### src/rtl/barrel_shifter_pipe_if.sv
// barrel_shifter_pipe_if: valid/ready operand and result channels of the pipelined barrel shifter
interface barrel_shifter_pipe_if #(parameter int WIDTH = 8);
   localparam int SW = $clog2(WIDTH);
   logic in_valid, in_ready, out_valid, out_ready, out_zero;
   logic [WIDTH-1:0] data_in, data_out;
   logic [SW-1:0] shift_amt;
   logic [2:0] mode;
   modport master (output in_valid, data_in, shift_amt, mode, out_ready,
                   input in_ready, out_valid, data_out, out_zero);
   modport slave (input in_valid, data_in, shift_amt, mode, out_ready,
                  output in_ready, out_valid, data_out, out_zero);
endinterface

### src/rtl/barrel_shifter_pipe.sv
// barrel_shifter_pipe: log2(WIDTH)-stage shifter; stage k shifts by 2^k when shift_amt[k] is set
module barrel_shifter_pipe #(parameter int WIDTH = 8) (
   input logic clk,
   input logic rst,
   barrel_shifter_pipe_if.slave bus
);
   localparam int SW = $clog2(WIDTH);
   logic en, z;
   logic [SW-1:0] v, si_v;
   logic [WIDTH-1:0] d [SW], si_d [SW], nx [SW];
   logic [SW-1:0] a [SW], si_a [SW];
   logic [2:0] m [SW], si_m [SW];
   logic f [SW], si_f [SW];
   function automatic logic [WIDTH-1:0] step(input logic [WIDTH-1:0] x, input logic [2:0] md,
                                             input logic fill, input logic on, input int s);
      return !on ? x :
             md == 3'd0 ? x << s :
             md == 3'd1 ? x >> s :
             md == 3'd2 ? (x >> s) | ({WIDTH{fill}} << (WIDTH - s)) :
             md == 3'd3 ? (x << s) | (x >> (WIDTH - s)) :
             md == 3'd4 ? (x >> s) | (x << (WIDTH - s)) : x;
   endfunction
   assign en = !v[SW-1] || bus.out_ready;
   assign bus.in_ready = en;
   assign bus.out_valid = v[SW-1];
   assign bus.data_out = d[SW-1];
   assign bus.out_zero = z;
   // The SRA fill bit is the operand's original MSB, captured at entry and carried with the beat
   always_comb begin
      si_v = {v[SW-2:0], bus.in_valid};
      si_d[0] = bus.data_in;
      si_a[0] = bus.shift_amt;
      si_m[0] = bus.mode;
      si_f[0] = bus.data_in[WIDTH-1];
      for (int k = 1; k < SW; k++) begin
         si_d[k] = d[k-1];
         si_a[k] = a[k-1];
         si_m[k] = m[k-1];
         si_f[k] = f[k-1];
      end
      for (int k = 0; k < SW; k++) nx[k] = step(si_d[k], si_m[k], si_f[k], si_a[k][k], 1 << k);
   end
   always_ff @(posedge clk)
      if (rst) begin
         v <= '0;
         d[SW-1] <= '0;
         z <= 1'b0;
      end else if (en) begin
         v <= si_v;
         z <= si_v[SW-1] && nx[SW-1] == '0;
         for (int k = 0; k < SW; k++) begin
            d[k] <= nx[k];
            a[k] <= si_a[k];
            m[k] <= si_m[k];
            f[k] <= si_f[k];
         end
      end
endmodule

### src/flat_wrapper.sv
// flat-port wrapper written by rule: the top's interface ports become plain ports
module barrel_shifter_pipe_flat 
#(parameter int WIDTH = 8)
  (clk, rst, bus_in_valid, bus_data_in, bus_shift_amt, bus_mode, bus_out_ready, bus_in_ready, bus_out_valid, bus_data_out, bus_out_zero);
  barrel_shifter_pipe_if #(.WIDTH(WIDTH)) bus_i ();
  input logic clk;
  input logic rst;
  input wire logic [$bits(bus_i.in_valid)-1:0] bus_in_valid;
  input wire logic [$bits(bus_i.data_in)-1:0] bus_data_in;
  input wire logic [$bits(bus_i.shift_amt)-1:0] bus_shift_amt;
  input wire logic [$bits(bus_i.mode)-1:0] bus_mode;
  input wire logic [$bits(bus_i.out_ready)-1:0] bus_out_ready;
  output wire logic [$bits(bus_i.in_ready)-1:0] bus_in_ready;
  output wire logic [$bits(bus_i.out_valid)-1:0] bus_out_valid;
  output wire logic [$bits(bus_i.data_out)-1:0] bus_data_out;
  output wire logic [$bits(bus_i.out_zero)-1:0] bus_out_zero;
  assign bus_i.in_valid = bus_in_valid;
  assign bus_i.data_in = bus_data_in;
  assign bus_i.shift_amt = bus_shift_amt;
  assign bus_i.mode = bus_mode;
  assign bus_i.out_ready = bus_out_ready;
  assign bus_in_ready = bus_i.in_ready;
  assign bus_out_valid = bus_i.out_valid;
  assign bus_data_out = bus_i.data_out;
  assign bus_out_zero = bus_i.out_zero;
  barrel_shifter_pipe #(.WIDTH(WIDTH)) u_core (.clk(clk), .rst(rst), .bus(bus_i));
endmodule
### config.mk
export PLATFORM = sky130hd
export DESIGN_NAME = barrel_shifter_pipe_flat
export DESIGN_NICKNAME = d
export VERILOG_FILES = /design/src/rtl/barrel_shifter_pipe_if.sv /design/src/rtl/barrel_shifter_pipe.sv /design/src/flat_wrapper.sv
export SDC_FILE = /design/constraint.sdc
export NUM_CORES = 1
export LEC_CHECK = 0
export CAP_MARGIN = 20
export CORE_ASPECT_RATIO = 2
export CORE_MARGIN = 1.5
export CORE_UTILIZATION = 25
export CTS_CLUSTER_DIAMETER = 80
export DETAILED_ROUTE_END_ITERATION = 10
export MAX_ROUTING_LAYER = met4
export PLACE_DENSITY = 0.48
export SYNTH_ARGS = -nofsm -noshare
export SYNTH_HDL_FRONTEND = slang
export SYNTH_SLANG_ARGS = --single-unit
### constraint.sdc
create_clock -name clk -period 2.3 [get_ports clk]
set_input_delay 0.23 -clock clk [delete_from_list [all_inputs] [get_ports clk]]
set_output_delay 0.23 -clock clk [all_outputs]
set_load 0.01 [all_outputs]
==> results of run 1 <==
-- flip-flops by register name, indices dropped and copies added, names as in the netlist --
name and cells:
u_core.d 24, u_core.m 6, u_core.a 3, u_core.v 3, u_core.f 2, u_core.bus.out_zero 1
-- report_power, final --
group | switching [mW] | internal [mW] | total (mW)
combinational | 0.159 | 0.160 | 0.319
sequential | 0.0574 | 0.842 | 0.899
clock | 0.255 | 0.400 | 0.655
total | 0.471 | 1.40 | 1.87
-- per-stage QoR --
stage               power, mW  hold WS [ns]  std cells
global placement         1.23         0.406        357
detailed placement       1.23         0.406        357
CTS                      1.90         0.421        365
finish                   1.87         0.417        365
global route             1.97         0.440        365
floorplan                1.12         0.299        243
-- cells in the mapped netlist (all sizes together), types with 5 or more instances --
library cell,count,area (um^2)
or3,5,31.3
clkbuf,7,26.3
nor2b,5,31.3
nand2,16,60.1
inv,10,37.5
buf,17,123
mux2i,12,120
a21oi,24,120
nor2,25,104
o21ai,29,145
o211ai,5,37.5
mux2,6,67.6
edfxtp,35,1050
-- metal layers --
metal | track usage | up-vias | wire length [um]
li1 | - | 920 | -
met1 | 0.0883 | 846 | 1590
met2 | 0.219 | 48 | 3150
met3 | 0.0199 | 21 | 142
met4 | 0.0983 | 0 | 374
met5 | - | - | 0
-- cells by family (layout without fill, tap and decap cells) --
family,Yosys count,in the layout,share of synthesized area
DFF,39,39,0.472
xor gates and xnor gates,3,3,0.0219
and+or+nand+nor,66,66,0.135
buffers and inverters,34,52,0.0778
AOI/OAI and AO/OA,83,83,0.215
muxes,18,18,0.0783
-- final timing paths --
path / slack, ns / depth (start not counted) / to / from
max: 0.39 / 5 / u_core.bus.out_zero / u_core.m[0][3]
min: 0.42 / 0 / u_core.a[0][5] / u_core.a[0][2]
min reg2reg: 0.42 / 0 / u_core.a[0][5] / u_core.a[0][2]
max reg2reg: 0.39 / 5 / u_core.bus.out_zero / u_core.m[0][3]
-- final cells by class --
class                   instances  share of cell area
flip-flops and latches         39               0.396
multi-input cells             170               0.378
repair buffers                 34               0.118
clock buffers                   7              0.0465
well taps                     104              0.0456
inverters                      10              0.0132
clock inverters                 1             0.00175
==> impl_metrics.tcl, run 1 <==
set metrics [dict create \
    setup.worst_path.start_class "flop" \
    cts-htree-levels 2 \
    ant_nets 0 \
    viasPerCell 5.03 \
    cts-root-buf "clkbuf_16" \
    gp_congestion 0.853 \
    path_buf_inv 0 \
    clk_pin_slew_worst_paths_ns 0.06 \
    grt_max_degree 28 \
    route.vias.total 1835 \
    antenna_found_initial 0 \
    required_ns 2.50 \
    drive_gt1_frac 0.0958 \
    setup_slack_ns 0.388 \
    track_usage 0.115 \
    fp.dieH_um 141 \
    final_cell_mix "edfxtp_1 (35), o21ai_0 (28), clkdlybuf4s50_1 (28)" \
    async_reset_ff_frac 0 \
    drc 0 \
    drtIter0Drc 138 \
    synth_cells 243 \
    fin_util 0.306 \
    register_area_um2 1130 \
    leakage_nw 1.04 \
    ys_seq_elements 39 \
    cts-buffers-inserted 5 \
    cp-end-kind "flop" \
    crit_type "reg2reg" \
    fin_crit_sh 0.831 \
    maxSlewViolCount 0 \
    fin_area_um2 2850 \
    finalSetupViolCount 0 \
    routed_wl_mm 5.26 \
    rsz0062_at_grt "no" \
    die_x_um 72.2 \
    core_area_um2 9320 \
    overflow 0 \
    cap_viol_max_count 0 \
    tritoncts "built" \
    wire_per_inst_um 14.4 \
    clock_path_buffers 2 \
    finalClockSkew_ns 0.00720 \
    area_delta_synth_final_pct 19.1 \
    hold_violations 0 \
    clock_sinks 39 \
    path_cells "nand2b_1, a22oi_2, a211oi_1, nand4_1, o31ai_2" \
    grt_pass1_vias 1802 \
    placed_area_um2 2720 \
    dieArea_um2 10200 \
    setup_tns_ns 0 \
    syn-cell-area_um2 2400 \
    synth_edf_count 35 \
    min_period_ns 1.91 \
    ctsHoldBuffers 0 \
    post_cts_resized 0 \
    diodes 0 \
    critPathSlowestCell "edfxtp_1" \
    place_hpwl_mm 4.08 \
    relSlewSlack 0.636 \
    drt-pass1-iter-count 4 \
    clk_latency_ns 0.28 \
    synth_ff_type "edfxtp_1" \
    path_delay_family "compound AO/OA/AOI/OAI gates" \
    final_common_cell "edfxtp_1" \
    synth_nets 261 \
    worst_pin_slew_ns 0.544 \
    dp_slack_ns 0.142 \
    io_pins 29 \
    synth_warnings 0 \
    cp.arrival_ns 2.11 \
    nFillCells 960 \
    syn_area_per_cell_um2 9.86 \
    rows 50 \
    min_path_type "reg2reg" \
    multi_input_area_um2 1080 \
    yosysSeqAreaShare 0.472 \
    portBuffers 28 \
    ys_types 44 \
    start_util 0.257 \
    fin_nets 278 \
    grt_pass1_wl_mm 8.58 \
    post_cts_buffers 0 \
    peakVddDrop_v 0.000250 \
    fmax_ghz 0.523 \
    max_stage_delay_ns 0.59 \
    status "completed" \
    powerDensity_nw_per_um2 657 \
    crit_path_max_fanout 11 \
]
Power figures use the tool's default switching activity.
==> run 2, diff against run 1 <==
==> constraint.sdc (replaced) <==
create_clock -name clk -period 1.8 [get_ports clk]
set_input_delay 0.18 -clock clk [delete_from_list [all_inputs] [get_ports clk]]
set_output_delay 0.18 -clock clk [all_outputs]
set_load 0.01 [all_outputs]
==> run 2 against run 1 <==
  * Die area unchanged
  * Combinational power up 50%
  * Clock power up 29%
  * Sequential cell count unchanged
  * Non-clock buffer count up 26
  * Sequential share of layout area down 2.6 points
  * Highest routed layer unchanged
  * First-iteration DRC count down 30%
==> impl_metrics.tcl, run 2 (synthesized netlist as in run 1, its figures left out) <==
set metrics [dict create \
    cts-root-buf "clkbuf_16" \
    final_common_cell "edfxtp_1" \
    top_regs "u_core.d (24), u_core.m (6)" \
    portBuffers 28 \
    nFillCells 954 \
    fin_crit_sh 0.938 \
    path_cells "buf_4, nor2_4, nor3_2, a222oi_1, nand4_1, o31ai_2" \
    leakage_nw 1.16 \
    track_usage 0.123 \
    gp_congestion 0.878 \
    tritoncts "built" \
    clock_sinks 39 \
    powerDensity_nw_per_um2 805 \
    largest_register "u_core.d" \
    finalClockSkew_ns 0.00844 \
    route.vias.total 1979 \
    cts-buffers-inserted 5 \
    max_stage_delay_ns 0.38 \
    wire_per_inst_um 14.5 \
    grt_max_degree 28 \
    fp.dieH_um 141 \
    routed_wl_mm 5.67 \
    peakVddDrop_v 0.000323 \
    crit_type "reg2reg" \
    rows 50 \
    crit_path_max_fanout 7 \
    ant_nets 0 \
    endpoint "u_core.bus.out_zero" \
    core_area_um2 9320 \
    rsz0062_at_grt "yes" \
    final_cell_mix "edfxtp_1 (35), buf_4 (31), clkdlybuf4s50_1 (28)" \
    finalSetupViolCount 0 \
    grt_pass1_vias 1987 \
    cts-htree-levels 2 \
    cp.arrival_ns 1.88 \
    drt-pass1-iter-count 4 \
    clock_path_buffers 2 \
    largest_reg_flops 24 \
    dieArea_um2 10200 \
    maxSlewViolCount 0 \
    cap_viol_max_count 0 \
    min_path_type "reg2reg" \
    timing.rr.start "u_core.m[0][3]" \
    dpl.cell_count 382 \
    cp-startpoint "u_core.m[0][3]" \
    ctsHoldBuffers 0 \
    placed_area_um2 2900 \
    r2r_end "u_core.bus.out_zero" \
    drtIter0Drc 96 \
    reg2reg_slack_ns 0.11 \
    fin_area_um2 3050 \
    min_period_ns 1.69 \
    clk_pin_slew_worst_paths_ns 0.06 \
    critPathSlowestCell "a222oi_1" \
    diodes 0 \
    required_ns 2.00 \
    viasPerCell 5.06 \
    start_util 0.257 \
    hold_violations 0 \
    place_hpwl_mm 4.47 \
    io_pins 29 \
    drc 0 \
    fin_nets 304 \
    overflow 0 \
    relSlewSlack 0.733 \
    antenna_found_initial 0 \
    status "completed" \
    clk_latency_ns 0.28 \
    reg2reg_depth 6 \
    die_x_um 72.2 \
    worst_pin_slew_ns 0.400 \
    fmax_ghz 0.592 \
    stdcell_count 391 \
    grt_pass1_wl_mm 9.27 \
    drive_gt1_frac 0.181 \
    cp-end-kind "flop" \
    setup.worst_path.start_class "flop" \
    timing.hold.ws_ns 0.436 \
    area_delta_synth_final_pct 27.4 \
    hold_depth 0 \
]
run 2: cell type report:
cell class	count	area, um^2	area share
Tap cell	104	130	0.0426
Clock buffer	7	133	0.0434
Timing Repair Buffer	60	533	0.175
Sequential cell	39	1130	0.370
Multi-Input combinational cell	170	1080	0.355
Inverter	10	37.5	0.0123
Clock inverter	1	5.00	0.00164
run 2: worst min path at each step:
stage | start | endpoint | slack, ns
floorplan | rst | u_core.v[2] | 0.25
global placement | u_core.a[0][2] | u_core.a[0][5] | 0.41
detailed placement | u_core.a[0][2] | u_core.a[0][5] | 0.41
CTS | u_core.a[0][2] | u_core.a[0][5] | 0.43
global route | u_core.a[0][2] | u_core.a[0][5] | 0.44
finish | u_core.a[0][2] | u_core.a[0][5] | 0.44
run 2: per-stage QoR:
stage,setup WS [ns],util,power [mW],TNS (ns)
3_3_place_gp,-0.113,0.311,1.62,-0.412
5_1_grt,-0.00115,0.328,2.58,-0.00115
2_1_floorplan,0.0389,-,1.43,0
4_1_cts,0.0748,0.326,2.48,0
6_report,0.112,0.328,2.46,0
3_5_place_dp,-0.128,0.311,1.63,-0.550
run 2: where the power goes:
| group | switching, mW | internal (mW) | total, mW |
|---|---|---|---|
| sequential | 0.0632 | 1.07 | 1.14 |
| combinational | 0.227 | 0.252 | 0.479 |
| clock | 0.330 | 0.512 | 0.842 |
| total | 0.620 | 1.84 | 2.46 |
run 2: routing by layer:
metal	vias up	GRT usage	share of wire
met5	-	-	0
li1	975	-	-
met1	945	0.0884	0.30
met3	15	0.0199	0.023
met4	0	0.0725	0.042
met2	44	0.255	0.64
run 2: repair_timing:
item | in CTS | in global routing
buffers inserted | 0 | 1
setup endpoints to repair | 0 | 1
gates resized for setup | 0 | 4
run 2: worst max-delay path, delay by kind of cell, from the launching register on:
kind / cells / cell delay [ns]
flip-flops: 1 / 0.37
AO/OA/AOI/OAI: 2 / 0.58
AND/OR/NAND/NOR: 3 / 0.49
buffers and inverters: 1 / 0.17
==> run 3, diff against run 2 <==
--- a/config.mk
+++ b/config.mk
@@ -13,6 +13,7 @@
 export DETAILED_ROUTE_END_ITERATION = 10
 export MAX_ROUTING_LAYER = met4
 export PLACE_DENSITY = 0.48
+export SLEW_MARGIN = 30
 export SYNTH_ARGS = -nofsm -noshare
 export SYNTH_HDL_FRONTEND = slang
 export SYNTH_SLANG_ARGS = --single-unit
==> results of run 3 <==
No change in the layout: final DEF, timing and power equal those of run 2.
